**src/rtl/mem_access_stage_pkg.sv**
```systemverilog
// Shared opcode constants, FSM state type and defaults for the memory-access stage.
// Latency: n/a (declarations only).
// Backpressure: n/a.
package mem_access_stage_pkg;

  // ALU opcodes that produce a register result
  localparam logic [3:0] OP_ADD = 4'b0000;
  localparam logic [3:0] OP_SUB = 4'b0001;
  localparam logic [3:0] OP_AND = 4'b0010;
  localparam logic [3:0] OP_ORR = 4'b0011;
  localparam logic [3:0] OP_EOR = 4'b0100;
  localparam logic [3:0] OP_LSL = 4'b0101;
  localparam logic [3:0] OP_LSR = 4'b0110;
  localparam logic [3:0] OP_MOV = 4'b0111;
  // Flag-only compare and the two memory opcodes
  localparam logic [3:0] OP_CMP = 4'b1011;
  localparam logic [3:0] OP_LDR = 4'b1101;
  localparam logic [3:0] OP_STR = 4'b1110;

  // Default cycles a request may stay unacknowledged before it is aborted
  localparam int unsigned TIMEOUT_DEFAULT = 16;

  typedef enum logic {
    ST_IDLE = 1'b0,
    ST_REQ  = 1'b1
  } state_e;

  // Memory is word addressed: drop the byte offset
  function automatic logic [31:0] word_addr(input logic [31:0] byte_addr);
    return {byte_addr[31:2], 2'b00};
  endfunction

endpackage

```
**src/rtl/mem_access_stage_timeout_counter.sv**
```systemverilog
// Counts unacknowledged request cycles and flags the cycle in which the limit is hit.
// Latency: tc is combinational from the count register and en.
// Backpressure: none; clr wins over en.
module mem_timeout_counter
  import mem_access_stage_pkg::*;
#(
  parameter int unsigned TIMEOUT = TIMEOUT_DEFAULT
) (
  input  logic clk,
  input  logic rst,
  input  logic clr,
  input  logic en,
  output logic tc
);

  // tc fires in the cycle whose increment would bring the count to TIMEOUT
  localparam logic [7:0] TC_VAL = 8'(TIMEOUT - 1);

  logic [7:0] cnt_q, cnt_d;

  // Next count: clear while idle, advance on each waiting cycle
  always_comb begin
    cnt_d = cnt_q;
    if (clr) begin
      cnt_d = '0;
    end else if (en) begin
      cnt_d = cnt_q + 8'd1;
    end
  end

  // Count register
  always_ff @(posedge clk or posedge rst) begin
    if (rst) begin
      cnt_q <= '0;
    end else begin
      cnt_q <= cnt_d;
    end
  end

  assign tc = en && (cnt_q == TC_VAL);

endmodule

```
**src/rtl/mem_access_stage.sv**
```systemverilog
// Registers ALU results for writeback and runs load/store req/ack with data memory.
// Latency: ALU op 1 cycle; load/store 1 cycle to Mem_req, writeback the cycle after ack.
// Backpressure: Ex_ready low while a memory request is outstanding. Optional abort: MEM_TIMEOUT_EN.
module mem_access_stage
  import mem_access_stage_pkg::*;
#(
  parameter int unsigned TIMEOUT = TIMEOUT_DEFAULT
) (
  input  logic        clk,
  input  logic        rst,
  input  logic        Ex_valid,
  output logic        Ex_ready,
  input  logic [3:0]  Opcode,
  input  logic        Condition_met,
  input  logic [31:0] Alu_out,
  input  logic [31:0] Store_data,
  input  logic [3:0]  Rd,
  output logic        Mem_req,
  output logic        Mem_we,
  output logic [31:0] Mem_addr,
  output logic [31:0] Mem_wdata,
  input  logic        Mem_ack,
  input  logic [31:0] Mem_rdata,
  output logic        Wb_valid,
  output logic [3:0]  Wb_rd,
  output logic [31:0] Wb_data,
  output logic        Mem_err
);

  if (TIMEOUT < 2 || TIMEOUT > 255) begin : g_bad_timeout
    $error("mem_access_stage: TIMEOUT must be within 2..255");
  end

  state_e      state_q, state_d;
  logic [31:0] addr_q, addr_d;
  logic        we_q, we_d;
  logic [31:0] wdata_q, wdata_d;
  logic [3:0]  rd_q, rd_d;
  logic        wb_vld_q, wb_vld_d;
  logic [3:0]  wb_rd_q, wb_rd_d;
  logic [31:0] wb_dat_q, wb_dat_d;

`ifdef MEM_TIMEOUT_EN
  logic err_q, err_d;
  logic tmo_tc;

  // Counter is held clear while idle, so it starts from zero on every request
  mem_timeout_counter #(.TIMEOUT(TIMEOUT)) u_timeout (
    .clk (clk),
    .rst (rst),
    .clr (state_q == ST_IDLE),
    .en  ((state_q == ST_REQ) && !Mem_ack),
    .tc  (tmo_tc)
  );
`endif

  // Decode accepted instructions and sequence the memory handshake
  always_comb begin
    state_d  = state_q;
    addr_d   = addr_q;
    we_d     = we_q;
    wdata_d  = wdata_q;
    rd_d     = rd_q;
    wb_vld_d = 1'b0;
    wb_rd_d  = wb_rd_q;
    wb_dat_d = wb_dat_q;
`ifdef MEM_TIMEOUT_EN
    err_d    = 1'b0;
`endif
    case (state_q)
      ST_IDLE: begin
        // Ex_ready is high in IDLE, so Ex_valid alone means accepted
        if (Ex_valid && Condition_met) begin
          case (Opcode)
            OP_ADD, OP_SUB, OP_AND, OP_ORR,
            OP_EOR, OP_LSL, OP_LSR, OP_MOV: begin
              wb_vld_d = 1'b1;
              wb_rd_d  = Rd;
              wb_dat_d = Alu_out;
            end
            OP_LDR, OP_STR: begin
              addr_d  = word_addr(Alu_out);
              we_d    = (Opcode == OP_STR);
              wdata_d = Store_data;
              rd_d    = Rd;
              state_d = ST_REQ;
            end
            OP_CMP: begin
              // Flags only; nothing to write back
            end
            default: begin
            end
          endcase
        end
      end
      ST_REQ: begin
        // Ack takes priority over a timeout in the same cycle
        if (Mem_ack) begin
          state_d = ST_IDLE;
          if (!we_q) begin
            wb_vld_d = 1'b1;
            wb_rd_d  = rd_q;
            wb_dat_d = Mem_rdata;
          end
        end
`ifdef MEM_TIMEOUT_EN
        else if (tmo_tc) begin
          state_d = ST_IDLE;
          err_d   = 1'b1;
        end
`endif
      end
      default: state_d = ST_IDLE;
    endcase
  end

  // State and output registers; reset abandons any outstanding request at once
  always_ff @(posedge clk or posedge rst) begin
    if (rst) begin
      state_q  <= ST_IDLE;
      addr_q   <= '0;
      we_q     <= 1'b0;
      wdata_q  <= '0;
      rd_q     <= '0;
      wb_vld_q <= 1'b0;
      wb_rd_q  <= '0;
      wb_dat_q <= '0;
    end else begin
      state_q  <= state_d;
      addr_q   <= addr_d;
      we_q     <= we_d;
      wdata_q  <= wdata_d;
      rd_q     <= rd_d;
      wb_vld_q <= wb_vld_d;
      wb_rd_q  <= wb_rd_d;
      wb_dat_q <= wb_dat_d;
    end
  end

`ifdef MEM_TIMEOUT_EN
  // One-cycle abort pulse
  always_ff @(posedge clk or posedge rst) begin
    if (rst) begin
      err_q <= 1'b0;
    end else begin
      err_q <= err_d;
    end
  end
  assign Mem_err = err_q;
`else
  assign Mem_err = 1'b0;
`endif

  assign Ex_ready  = (state_q == ST_IDLE);
  assign Mem_req   = (state_q == ST_REQ);
  assign Mem_we    = we_q;
  assign Mem_addr  = addr_q;
  assign Mem_wdata = wdata_q;
  assign Wb_valid  = wb_vld_q;
  assign Wb_rd     = wb_rd_q;
  assign Wb_data   = wb_dat_q;

endmodule

```
**config.mk**
```make
export PLATFORM = sky130hd
export DESIGN_NAME = mem_access_stage
export DESIGN_NICKNAME = d
export VERILOG_FILES = /design/src/rtl/mem_access_stage_pkg.sv /design/src/rtl/mem_access_stage_timeout_counter.sv /design/src/rtl/mem_access_stage.sv
export SDC_FILE = /design/constraint.sdc
export NUM_CORES = 1
export LEC_CHECK = 0
export ABC_AREA = 1
export ABC_CLOCK_PERIOD_IN_PS = 3300
export CORE_ASPECT_RATIO = 1.2
export CORE_MARGIN = 8
export CORE_UTILIZATION = 38
export CTS_CLUSTER_SIZE = 40
export DETAILED_ROUTE_END_ITERATION = 6
export HOLD_SLACK_MARGIN = 0.12
export PLACE_DENSITY = 0.76
export SLEW_MARGIN = 20
export SYNTH_ARGS = -nofsm -noshare
export SYNTH_HDL_FRONTEND = slang
export SYNTH_SLANG_ARGS = --single-unit
```
**constraint.sdc**
```tcl
create_clock -name clk -period 3.3 [get_ports clk]
set_clock_uncertainty 0.2 [all_clocks]
set_input_delay 0.66 -clock clk [delete_from_list [all_inputs] [get_ports clk]]
set_output_delay 0.66 -clock clk [all_outputs]
set_load 0.01 [all_outputs]
```
# Word level (Yosys, flattened, before mapping)
# Index checks and enable logic that the tools add are counted.
totals:
  ff_bits: 105
  input_bits: 109
  out_inout_bits: 105
  word_cells: 47
op_classes:
  eq_ne: 13
  mux: 19
  n_bitwise: 1
  reduce_logical: 6
ops:
  columns: ["cell", "count"]
  rows:
  - ["$mux W32", 4]
  - ["$pmux W32 S2", 1]
  - ["$eq A4 B3 Y1 const B", 4]
  - ["$mux W4", 4]
  - ["$eq A4 B2 Y1 const B", 2]
  - ["$eq A4 B4 Y1 const B", 2]
  - ["$pmux W4 S2", 1]
  - ["$reduce_or A8 Y1", 1]
  - ["$mux W1", 7]
  - ["$eq A4 B1 Y1 const B", 1]
  - ["$logic_not A4 Y1", 1]
  - ["$ne A2 B1 Y1 const B", 2]
  - ["$ne A2 B2 Y1 const B", 2]
  - ["$pmux W1 S2", 2]
  - ["$reduce_and A4 Y1", 1]
  - ["$reduce_and A3 Y1", 1]
  - ["$reduce_or A2 Y1", 1]
  - ["$logic_and A1 B1 Y1", 1]
  - ["$not A1 Y1", 1]

# Depth between registers and ports, before layout
# Gate-level depths: netlist (run 1).
depth:
  depth_word: 5
  mapped_depth: 8
  ltp_nobuf: 6

# Worst setup path after synthesis (run 1)
# Ideal clock, no wire load.
synth_path:
  path_kind: "in2reg"
  from: "in Opcode[0]"
  to: "reg addr_q[27], in the netlist Mem_addr[27]"
  setup_ns: 0.117
  arrival_time_ns: 1.369
  required_time_ns: 2.983
  slack_ns: 1.615
  path_stages: 8
  path_buffers: 2
  cell_sequence: "inv_1 -> nand2_1 -> nand2_1 -> nand3_2 -> buf_4 -> buf_2 -> nand2_1 -> nand2_1"
synth_via:
  elab_chain_cells: 3
  elab_cells_between_ends: 4
  classes_between: "2 x eq/ne; 2 x reduce/logical"
synth_rtl:
  columns: ["item", "line", "source"]
  rows:
  - ["start, declared", "mem_access_stage.sv:13", "input logic [3:0] Opcode,"]
  - ["$eq A4 B4 Y1", "mem_access_stage.sv:74", "case (Opcode)"]
  - ["$reduce_or A2 Y1 (*)", "mem_access_stage.sv:74", null]
  - ["$reduce_and A3 Y1 (no line) (*)", null, null]
  - ["end signal, assigned", "mem_access_stage.sv:130", "addr_q <= addr_d;"]
  - ["end, declared", "mem_access_stage.sv:35", "logic [31:0] addr_q, addr_d;"]
# Every way passes the cells marked *; elsewhere a longest branch is shown, timed or not.
# A chain may end at the register's enable or synchronous reset.

# Worst setup path in the final report (run 1)
layout_path:
  from: "reg state_q, in the netlist Mem_req"
  to: "out Ex_ready"
layout_via:
  elab_chain_cells: 1
layout_rtl:
  columns: ["item", "line", "source"]
  rows:
  - ["start, declared", "mem_access_stage.sv:34", "state_e state_q, state_d;"]
  - ["start signal, assigned", "mem_access_stage.sv:129", "state_q <= state_d;"]
  - ["$not A1 Y1 (no line)", null, null]
  - ["end, declared", "mem_access_stage.sv:12", "output logic Ex_ready,"]
# Every way passes these cells.

==> metrics.md, run 1 <==
| Metric | Value |
|---|---|
| Outcome | complete, no violations |
| Drt drc | 0 |
| Vias in the first global route | 4873 |
| Post-synthesis mux area share | 0 |
| Yosys reg bits | 105 |
| Fmax | 0.379 GHz |
| Worst slack at placement | 0.782 ns |
| Synth warn | 0 |
| GP Congestion | 0.863 |
| Clk pwr share | 0.270 |
| Filler instances | 1069 |
| Multi-input gate area | 1800 µm² |
| Post-layout instance area | 7190 µm² |
| Post-Synth Simple-Gate Area | 0.380 |
| Area growth, synth to finish | 53.6% |
| Psw | 1.22 mW |
| Commonest cells post-synth | nand2_1 (319), dfrtp_1 (105), nand3_1 (104) |
| Deepest clock path buffer count | 2 |
| CTS buffer count | 9 |
| First-pass DRT Iterations | 5 |
| Worst Path Required | 2.44 ns |
| GR Layer Usage met1 | 0.223 |
| I/O pins | 214 |
| Via/cell ratio | 4.84 |
| Final hold viol count | 0 |
| Reg2reg setup slack | 1.08 ns |
| Slew of the pin with the lowest slew margin | 0.508 ns |
| Die ar. | 16100 µm² |
| Max-cap violations | 0 |
| RR Endpoint | Mem_addr[15] |
| Routed via count | 4564 |
| Post-synth cell types | 17 |
| Cell area after synthesis | 4680 µm² |
| CTS hold repair buffers | 0 |
| Setup slack after layout | 0.660 ns |
| Grt ovf | 0 |
| CP startpoint | Mem_req |
| Gr usage total | 0.195 |
| DR WL/cell | 16.6 µm |
| Int Pwr | 2.98 mW |
| Core region area | 12100 µm² |
| Routed wire length | 15600 µm |
| CP Max Fanout | 27 |
| Max-Slew Margin vs Limit | 0.661 |
| Sw frac | 0.291 |
| Startpoint types | register |
| Area contributors post-synth | dfrtp_1 (56%), nand2_1 (26%), nand3_1 (11%) |
| Dpl cell area | 6880 µm² |
| DRT iter0 DRCs | 298 |
| Antenna violation net count after detailed routing | 0 |
| Register area share after synthesis | 0.561 |
| Comb power frac | 0.312 |
| Share of layout cells above drive strength 1 | 0.0486 |
| WHS | 0.276 ns |
| Setup TNS | 0 ns |
| DIE WIDTH | 117 µm |
| DP HPWL | 11600 µm |
| Final core occ | 0.597 |
| CP endpoint kind | primary output |
| Sequential share of power | 0.418 |
| Register area | 2630 µm² |
| First-pass GRT wire length | 25200 µm |
| Rows | 44 |
| Initial antenna violation count | 0 |
| Most Crowded Layer GR | met2 |
| Syn Inst Count | 584 |
| Clock transition at path regs | 0.07 ns |
| FF-to-FF path depth | 7 |
| Critical path arrival | 1.78 ns |
| Avg Inst Size Synth | 8.02 µm² |
| RSZ-0062 raised after global routing | false |
| Yosys top cell by area | dfrtp_1 |
| RR Startpoint | Mem_req |
| PortBufs | 210 |
| CTS Sinks | 105 |
| Final min period | 2.64 ns |
| Final nets | 886 |
| Share of the synthesized area in the top cell type | 0.561 |
| Initial Utilization | 0.388 |
| CTS-repair resized insts | 0 |
| Pleak | 3.58 nW |
| Tcrit/Tclk final | 0.800 |
| Hold Path Origin | Mem_wdata[10] |
| Clock Latency Late Sink | 0.34 ns |
| Area share of fa/ha/maj cells after synthesis | 0 |
| Root Buffer | clkbuf_16 |
| WHS Endpoint | Mem_wdata[10] |
| Global-route met2 utilization | 0.332 |
| Post-synth EDFFs | 0 |
| Worst Hold Path Cells | 2 |
| Number of buffers added for setup after CTS | 0 |
| Pwr per Cell Area | 584 nW/µm² |
| XOR/XNOR Fraction of Synth Area | 0 |
| Ant diodes | 0 |
| Async SR Flop Fraction | 1.00 |
| Most frequent cell after synthesis | nand2_1 |
| Final setup viols | 0 |
| Met3 Resource Use GR | 0.0590 |
| Dominant synthesized flop cell | dfrtp_1 |
| CTS H-tree depth | 3 |
| CP Class | reg2out |
| Die Height | 138 µm |
| Largest family of logic cells by synthesized area | simple AND/OR/NAND/NOR gates |
| Hold/Removal Path Class | reg2reg |
| CTS tree | built |
| Slew Viols, Final | 0 |
| Synth Area in Compound Gates | 0.00107 |
| Largest net degree at the start of global routing | 74 |
| Worst VDD drop | 0.291 mV |
[power groups by stage]
stage          clock network (mW)  registers, mW  logic [mW]
2_1_floorplan                   0           1.89       0.341
3_3_place_gp                    0           1.76        1.30
3_5_place_dp                    0           1.78        1.33
4_1_cts                      1.17           1.76        1.33
5_1_grt                      1.22           1.79        1.43
6_report                     1.13           1.76        1.31
[cell type report]
type | instances | area share
repair buffers | 222 | 0.308
clock inverters | 7 | 0.0130
flip-flops and latches | 105 | 0.365
inverters | 6 | 0.00365
well taps | 161 | 0.0280
multi-input cells | 433 | 0.250
clock buffers | 9 | 0.0313
[registers in the layout, summed over array words and instances (netlist names)]
signal	flops
Mem_we	1
Mem_req	1
Wb_data	32
Mem_wdata	32
Mem_addr	30
Wb_valid	1
rd_q	4
Wb_rd	4
[logic make-up (layout without fill, tap and decap cells)]
| family | after synthesis | count (layout) |
|---|---|---|
| other | 1 | 3 |
| flip-flops | 105 | 105 |
| buffers and inverters | 48 | 244 |
| AND/OR/NAND/NOR | 429 | 429 |
| AO/OA/AOI/OAI | 1 | 1 |
[cells in the final DEF (no fill, tap or decap)]
| master | Yosys | routed |
|---|---|---|
| nand2_1 | 319 | 318 |
| clkdlybuf4s50_1 | 0 | 210 |
| dfrtp_1 | 105 | 104 |
| nand3_1 | 104 | 104 |
| buf_4 | 8 | 10 |
| clkbuf_16 | 0 | 9 |
| inv_1 | 5 | 4 |
| clkinvlp_4 | 0 | 3 |
| conb_1 | 1 | 3 |
| nand2_2 | 1 | 2 |
| clkinv_2 | 0 | 2 |
| bufinv_16 | 0 | 2 |
| buf_12 | 0 | 2 |
| dfrtp_2 | 0 | 1 |
| nor2_2 | 2 | 1 |
| nand3_2 | 1 | 1 |
| inv_2 | 1 | 1 |
| nor2_4 | 0 | 1 |
| nand3b_2 | 1 | 1 |
| nand2_8 | 1 | 1 |
| o21ai_0 | 1 | 1 |
| inv_6 | 0 | 1 |
[worst max path at each step]
stage               cells past startpoint  slack, ns            to
floorplan                               1       1.18  Mem_addr[10]
global placement                        7       0.84   Wb_data[30]
detailed placement                      7       0.78   Wb_data[20]
CTS                                     2       0.64      Ex_ready
global route                            2       0.60      Ex_ready
finish                                  2       0.66      Ex_ready
[critical path, cell delays in order, from the launching register on]
cell             delay (ns)
dfrtp_2                0.41
inv_2                  0.38
clkdlybuf4s50_1        0.65
[layer usage]
metal	wire [µm]	up-vias	part of all wire
met1	6280	2132	0.40
li1	-	2210	-
met4	383	0	0.024
met3	1380	25	0.088
met5	0	-	0
met2	7600	197	0.49
[metrics by stage]
stage | std cells | total power [mW]
detailed placement | 927 | 3.11
CTS | 943 | 4.26
global placement | 927 | 3.06
global route | 943 | 4.44
finish | 943 | 4.20
floorplan | 586 | 2.23
No activity file was read; power rests on OpenSTA's default activity.
==> run 2: changes to the inputs <==
--- a/config.mk
+++ b/config.mk
@@ -6,14 +6,14 @@
 export NUM_CORES = 1
 export LEC_CHECK = 0
 export ABC_AREA = 1
-export ABC_CLOCK_PERIOD_IN_PS = 3300
+export ABC_CLOCK_PERIOD_IN_PS = 2500
 export CORE_ASPECT_RATIO = 1.2
 export CORE_MARGIN = 8
-export CORE_UTILIZATION = 38
+export CORE_UTILIZATION = 42
 export CTS_CLUSTER_SIZE = 40
 export DETAILED_ROUTE_END_ITERATION = 6
 export HOLD_SLACK_MARGIN = 0.12
-export PLACE_DENSITY = 0.76
+export PLACE_DENSITY = 0.8
 export SLEW_MARGIN = 20
 export SYNTH_ARGS = -nofsm -noshare
 export SYNTH_HDL_FRONTEND = slang
==> constraint.sdc (replaced) <==
create_clock -name clk -period 2.5 [get_ports clk]
set_clock_uncertainty 0.2 [all_clocks]
set_input_delay 0.5 -clock clk [delete_from_list [all_inputs] [get_ports clk]]
set_output_delay 0.5 -clock clk [all_outputs]
set_load 0.01 [all_outputs]
==> run 2 against run 1 <==
  * First-iteration DRC count rose by 13%
  * Sequential share of layout area rose by 0.12 points
  * Sequential cell count did not move
  * Power rose by 30%
  * Clock power rose by 26%
  * Core utilization rose by 5.9 points
  * Clock-buffer cell count rose by 3
  * Global-route usage rose by 1.1 points
  * Sequential power rose by 32%
  * Via count rose by 0.96%
  * Worst hold slack got worse by 0.0038 ns
  * Critical path type unchanged
==> metrics.md, run 2 (same netlist as run 1, synthesis figures left out) <==
| Metric | Value |
|---|---|
| Outcome | complete, no violations |
| Root Buffer | clkbuf_16 |
| GP Congestion | 0.819 |
| CTS buffer count | 9 |
| Commonest non-fill, non-tap cell in the layout | nand2_1 |
| Most frequent cells in the layout | nand2_1 (318), clkdlybuf4s50_1 (210), dfrtp_1 (105), nand3_1 (104) |
| Initial antenna violation count | 0 |
| CTS H-tree depth | 3 |
| CTS hold repair buffers | 0 |
| Worst VDD drop | 0.476 mV |
| Via/cell ratio | 5.04 |
| Startpoint types | register |
| Number of buffers added for setup after CTS | 0 |
| PortBufs | 210 |
| CP Max Fanout | 12 |
| Final min period | 2.29 ns |
| Drt drc | 0 |
| Critical path arrival | 1.59 ns |
| Vias in the first global route | 4724 |
| Tcrit/Tclk final | 0.918 |
| Fmax | 0.436 GHz |
| Final core occ | 0.656 |
| CP Class | reg2out |
| CP endpoint kind | primary output |
| I/O pins | 214 |
| Routed wire length | 15300 µm |
| Max-cap violations | 0 |
| WHS | 0.272 ns |
| Core region area | 10900 µm² |
| CTS tree | built |
| Setup TNS | 0 ns |
| Most Crowded Layer GR | met2 |
| Final hold viol count | 0 |
| First-pass DRT Iterations | 5 |
| Clock transition at path regs | 0.06 ns |
| Die ar. | 14800 µm² |
| RR Startpoint | Mem_req |
| Hold Path Origin | Mem_addr[21] |
| Pleak | 3.59 nW |
| Area growth, synth to finish | 53.0% |
| CTS-repair resized insts | 0 |
| Deepest clock path buffer count | 2 |
| Worst slack at placement | 0.278 ns |
| First-pass GRT wire length | 24600 µm |
| CP Cell Sequence | inv_2 -> clkdlybuf4s50_1 |
| CP startpoint | Mem_req |
| DP HPWL | 11300 µm |
| GR Layer Usage met1 | 0.251 |
| Met3 Resource Use GR | 0.0596 |
| Pwr per Cell Area | 762 nW/µm² |
| Antenna violation net count after detailed routing | 0 |
| Max stage delay on crit path | 0.61 ns |
| Hold/Removal Path Class | reg2reg |
| Multi-input gate area | 1800 µm² |
| Slew Viols, Final | 0 |
| Setup slack after layout | 0.206 ns |
| Gr usage total | 0.206 |
| Initial Utilization | 0.428 |
| Largest net degree at the start of global routing | 80 |
| Clock Latency Late Sink | 0.34 ns |
| DR WL/cell | 16.7 µm |
| DRT iter0 DRCs | 338 |
| Final nets | 887 |
| Grt ovf | 0 |
| Final setup viols | 0 |
| CTS Sinks | 105 |
| Rows | 42 |
| Die Height | 132 µm |
| Slowest CP cell | clkdlybuf4s50_1 |
| Ant diodes | 0 |
| Worst Path Required | 1.80 ns |
| DIE WIDTH | 112 µm |
| Register area | 2630 µm² |
| Global-route met2 utilization | 0.345 |
| Share of layout cells above drive strength 1 | 0.0460 |
| Routed via count | 4608 |
| Filler instances | 925 |
| RSZ-0062 raised after global routing | false |
-- run 2: changes by cell type in the layout (fill, tap and decap cells not counted) --
| cell | change |
|---|---|
| buf_12 | +2 |
| clkbuf_8 | +2 |
| clkinvlp_4 | -2 |
| buf_4 | -1 |
| bufinv_16 | -1 |
| clkbuf_1 | +1 |
| dfrtp_1 | +1 |
| dfrtp_2 | -1 |
| inv_6 | -1 |
-- run 2: final timing paths --
path / end / slack (ns) / cells past startpoint
hold / removal: Mem_addr[21] / 0.27 / 2
max in group asynchronous: Wb_data[27] / 1.32 / 3
setup / recovery: Ex_ready / 0.21 / 2
hold reg to reg: Mem_addr[21] / 0.27 / 2
setup reg to reg: Wb_data[22] / 0.56 / 7
min in group asynchronous: Mem_wdata[31] / 0.42 / 3
-- run 2: where the power goes --
part	switching (mW)	total, mW	internal (mW)
Sequential	0.234	2.32	2.09
Combinational	0.757	1.73	0.969
Clock	0.592	1.42	0.823
-- run 2: routing by layer --
layer  vias to the layer above  part of all wire  routed length (µm)
met5                         -                 0                   0
met4                         0             0.018                 274
met3                        22             0.076                1170
met2                       198              0.50                7620
met1                      2175              0.41                6190
li1                       2213                 -                   -
-- run 2: cell type report --
cell class / count / area share
well taps: 132 / 0.0230
inverters: 6 / 0.00367
clock buffers: 12 / 0.0358
multi-input cells: 433 / 0.251
flip-flops and latches: 105 / 0.367
clock inverters: 3 / 0.00559
repair buffers: 223 / 0.314
-- run 2: critical path: cells and delay by family, from the launching register on --
| family | cells | cell delay (ns) |
|---|---|---|
| flip-flops | 1 | 0.39 |
| buffers and inverters | 2 | 0.87 |
-- run 2: per-stage QoR --
stage	area, µm²	instances	power (mW)
final	7170	914	5.46
after global routing	7170	914	5.75
after CTS	7170	914	5.52
after detailed placement	6870	899	4.10
after global placement	6870	899	4.04
after floorplan	4690	586	2.95
==> run 3: changes to the inputs <==
--- a/config.mk
+++ b/config.mk
@@ -8,12 +8,13 @@
 export ABC_AREA = 1
 export ABC_CLOCK_PERIOD_IN_PS = 2500
 export CORE_ASPECT_RATIO = 1.2
-export CORE_MARGIN = 8
+export CORE_MARGIN = 5
 export CORE_UTILIZATION = 42
 export CTS_CLUSTER_SIZE = 40
 export DETAILED_ROUTE_END_ITERATION = 6
 export HOLD_SLACK_MARGIN = 0.12
 export PLACE_DENSITY = 0.8
+export SETUP_SLACK_MARGIN = 0.15
 export SLEW_MARGIN = 20
 export SYNTH_ARGS = -nofsm -noshare
 export SYNTH_HDL_FRONTEND = slang
==> run 3 against run 2 <==
  * Power down 2.3%
  * Register-to-register slack worse by 0.12 ns
  * Worst hold slack about the same
  * Non-clock buffer count unchanged
  * Critical path depth unchanged
  * Sequential power about the same
  * Combinational power about the same
  * Highest routed layer unchanged
  * Via count down 0.11%
  * Global-route usage up 1.1 points
==> metrics.md, run 3 (same netlist as run 1, synthesis figures left out) <==
| Metric | Value |
|---|---|
| Outcome | complete, no violations |
| CP Max Fanout | 4 |
| DR WL/cell | 15.8 µm |
| Total Power | 5.34 mW |
| Max-cap violations | 0 |
| DP HPWL | 10600 µm |
| Deepest clock path buffer count | 2 |
| Antenna violation net count after detailed routing | 0 |
| Gr usage total | 0.218 |
| Final min period | 2.12 ns |
| I/O pins | 214 |
| Critical path arrival | 1.42 ns |
| Int Pwr | 3.78 mW |
| First-pass GRT wire length | 23400 µm |
| Most frequent cells in the layout | nand2_1 (318), clkdlybuf4s50_1 (210), dfrtp_1 (105), nand3_1 (104) |
| Startpoint types | register |
| Clk pwr share | 0.244 |
| Initial antenna violation count | 0 |
| CP startpoint | Mem_req |
| Routed via count | 4603 |
| Psw | 1.55 mW |
| First-pass DRT Iterations | 5 |
| Final hold viol count | 0 |
| Hold Path Origin | Mem_addr[25] |
| RSZ-0062 raised after global routing | false |
| Sw frac | 0.291 |
| Routed wire length | 14400 µm |
| Number of buffers added for setup after CTS | 0 |
| Final nets | 887 |
| CTS H-tree depth | 3 |
| Largest net degree at the start of global routing | 53 |
| PortBufs | 210 |
| Fmax | 0.472 GHz |
| DIE WIDTH | 106 µm |
| Slew of the pin with the lowest slew margin | 0.604 ns |
| Drt drc | 0 |
| Grt ovf | 0 |
| Root Buffer | clkbuf_16 |
| Final setup viols | 0 |
| Share of layout cells above drive strength 1 | 0.0460 |
| Via/cell ratio | 5.03 |
| Commonest non-fill, non-tap cell in the layout | nand2_1 |
| Pleak | 3.58 nW |
| GP Congestion | 0.791 |
| Worst slack at placement | 0.241 ns |
| CTS tree | built |
| CTS hold repair buffers | 0 |
| Setup slack after layout | 0.382 ns |
| Filler instances | 909 |
| Die Height | 126 µm |
| Area growth, synth to finish | 52.6% |
| Max-Slew Margin vs Limit | 0.596 |
| Pwr per Cell Area | 747 nW/µm² |
| Worst Path Required | 1.80 ns |
| Ant diodes | 0 |
| CP endpoint kind | primary output |
| Clock transition at path regs | 0.06 ns |
| Vias in the first global route | 4740 |
| Core region area | 11000 µm² |
| Comb power frac | 0.321 |
| DRT iter0 DRCs | 215 |
| Rows | 42 |
| Clock Latency Late Sink | 0.34 ns |
| Hold/Removal Path Class | reg2reg |
| CTS buffer count | 9 |
| Die ar. | 13400 µm² |
| Setup TNS | 0 ns |
| CTS-repair resized insts | 0 |
| Tcrit/Tclk final | 0.847 |
| CP Class | reg2out |
| Slew Viols, Final | 0 |
| RR Startpoint | Mem_req |
| Worst VDD drop | 0.448 mV |
| CTS Sinks | 105 |
| Initial Utilization | 0.426 |
| Sequential share of power | 0.435 |
## run 3: cell types whose count changed in the layout (fill, tap and decap cells not counted), sizes merged
| cell | previous run | this run |
|---|---|---|
| clkinv | 2 | 3 |
| clkbuf | 12 | 13 |
| bufinv | 1 | 0 |
## run 3: area by class of cell
cell class,instances,area (µm²),area share
clock buffers,13,260,0.0364
clock inverters,3,15.0,0.00210
inverters,6,26.3,0.00368
multi-input cells,433,1800,0.252
flip-flops and latches,105,2630,0.368
well taps,132,165,0.0231
repair buffers,223,2250,0.315
## run 3: worst max-delay path, cell delays in order, from the launching register on
cell and delay, ns:
dfrtp_1 0.44, inv_2 0.08, clkdlybuf4s50_1 0.55
## run 3: metrics by stage
stage,hold slack (ns),utilization,instance area (µm²),instances
4_1_cts,0.275,0.651,7150,915
3_5_place_dp,0.261,0.626,6870,899
2_1_floorplan,0.242,-,4690,586
5_1_grt,0.290,0.651,7150,915
3_3_place_gp,0.254,0.626,6870,899
6_report,0.272,0.651,7150,915
## run 3: per-layer routing
layer | track usage | routed length (µm) | vias to the layer above
met5 | 0 | 0 | -
met1 | 0.263 | 5610 | 2175
met3 | 0.0645 | 1370 | 29
met4 | 0.0831 | 360 | 0
li1 | - | - | 2207
met2 | 0.367 | 7090 | 192
## run 3: worst paths after layout
path | end | slack (ns) | cells after the start
max | Ex_ready | 0.38 | 2
min | Mem_addr[25] | 0.27 | 2
min reg2reg | Mem_addr[25] | 0.27 | 2
max reg2reg | Mem_addr[24] | 0.44 | 7
max in group asynchronous | Mem_addr[19] | 1.09 | 3
min in group asynchronous | Mem_wdata[15] | 0.38 | 2
## run 3: power by group through the flow
stage	sequential [mW]	combinational (mW)	clock, mW
after floorplan	2.49	0.451	0
after global placement	2.33	1.69	0
after detailed placement	2.34	1.74	0
after CTS	2.32	1.74	1.34
after global routing	2.37	1.86	1.40
final	2.32	1.72	1.30
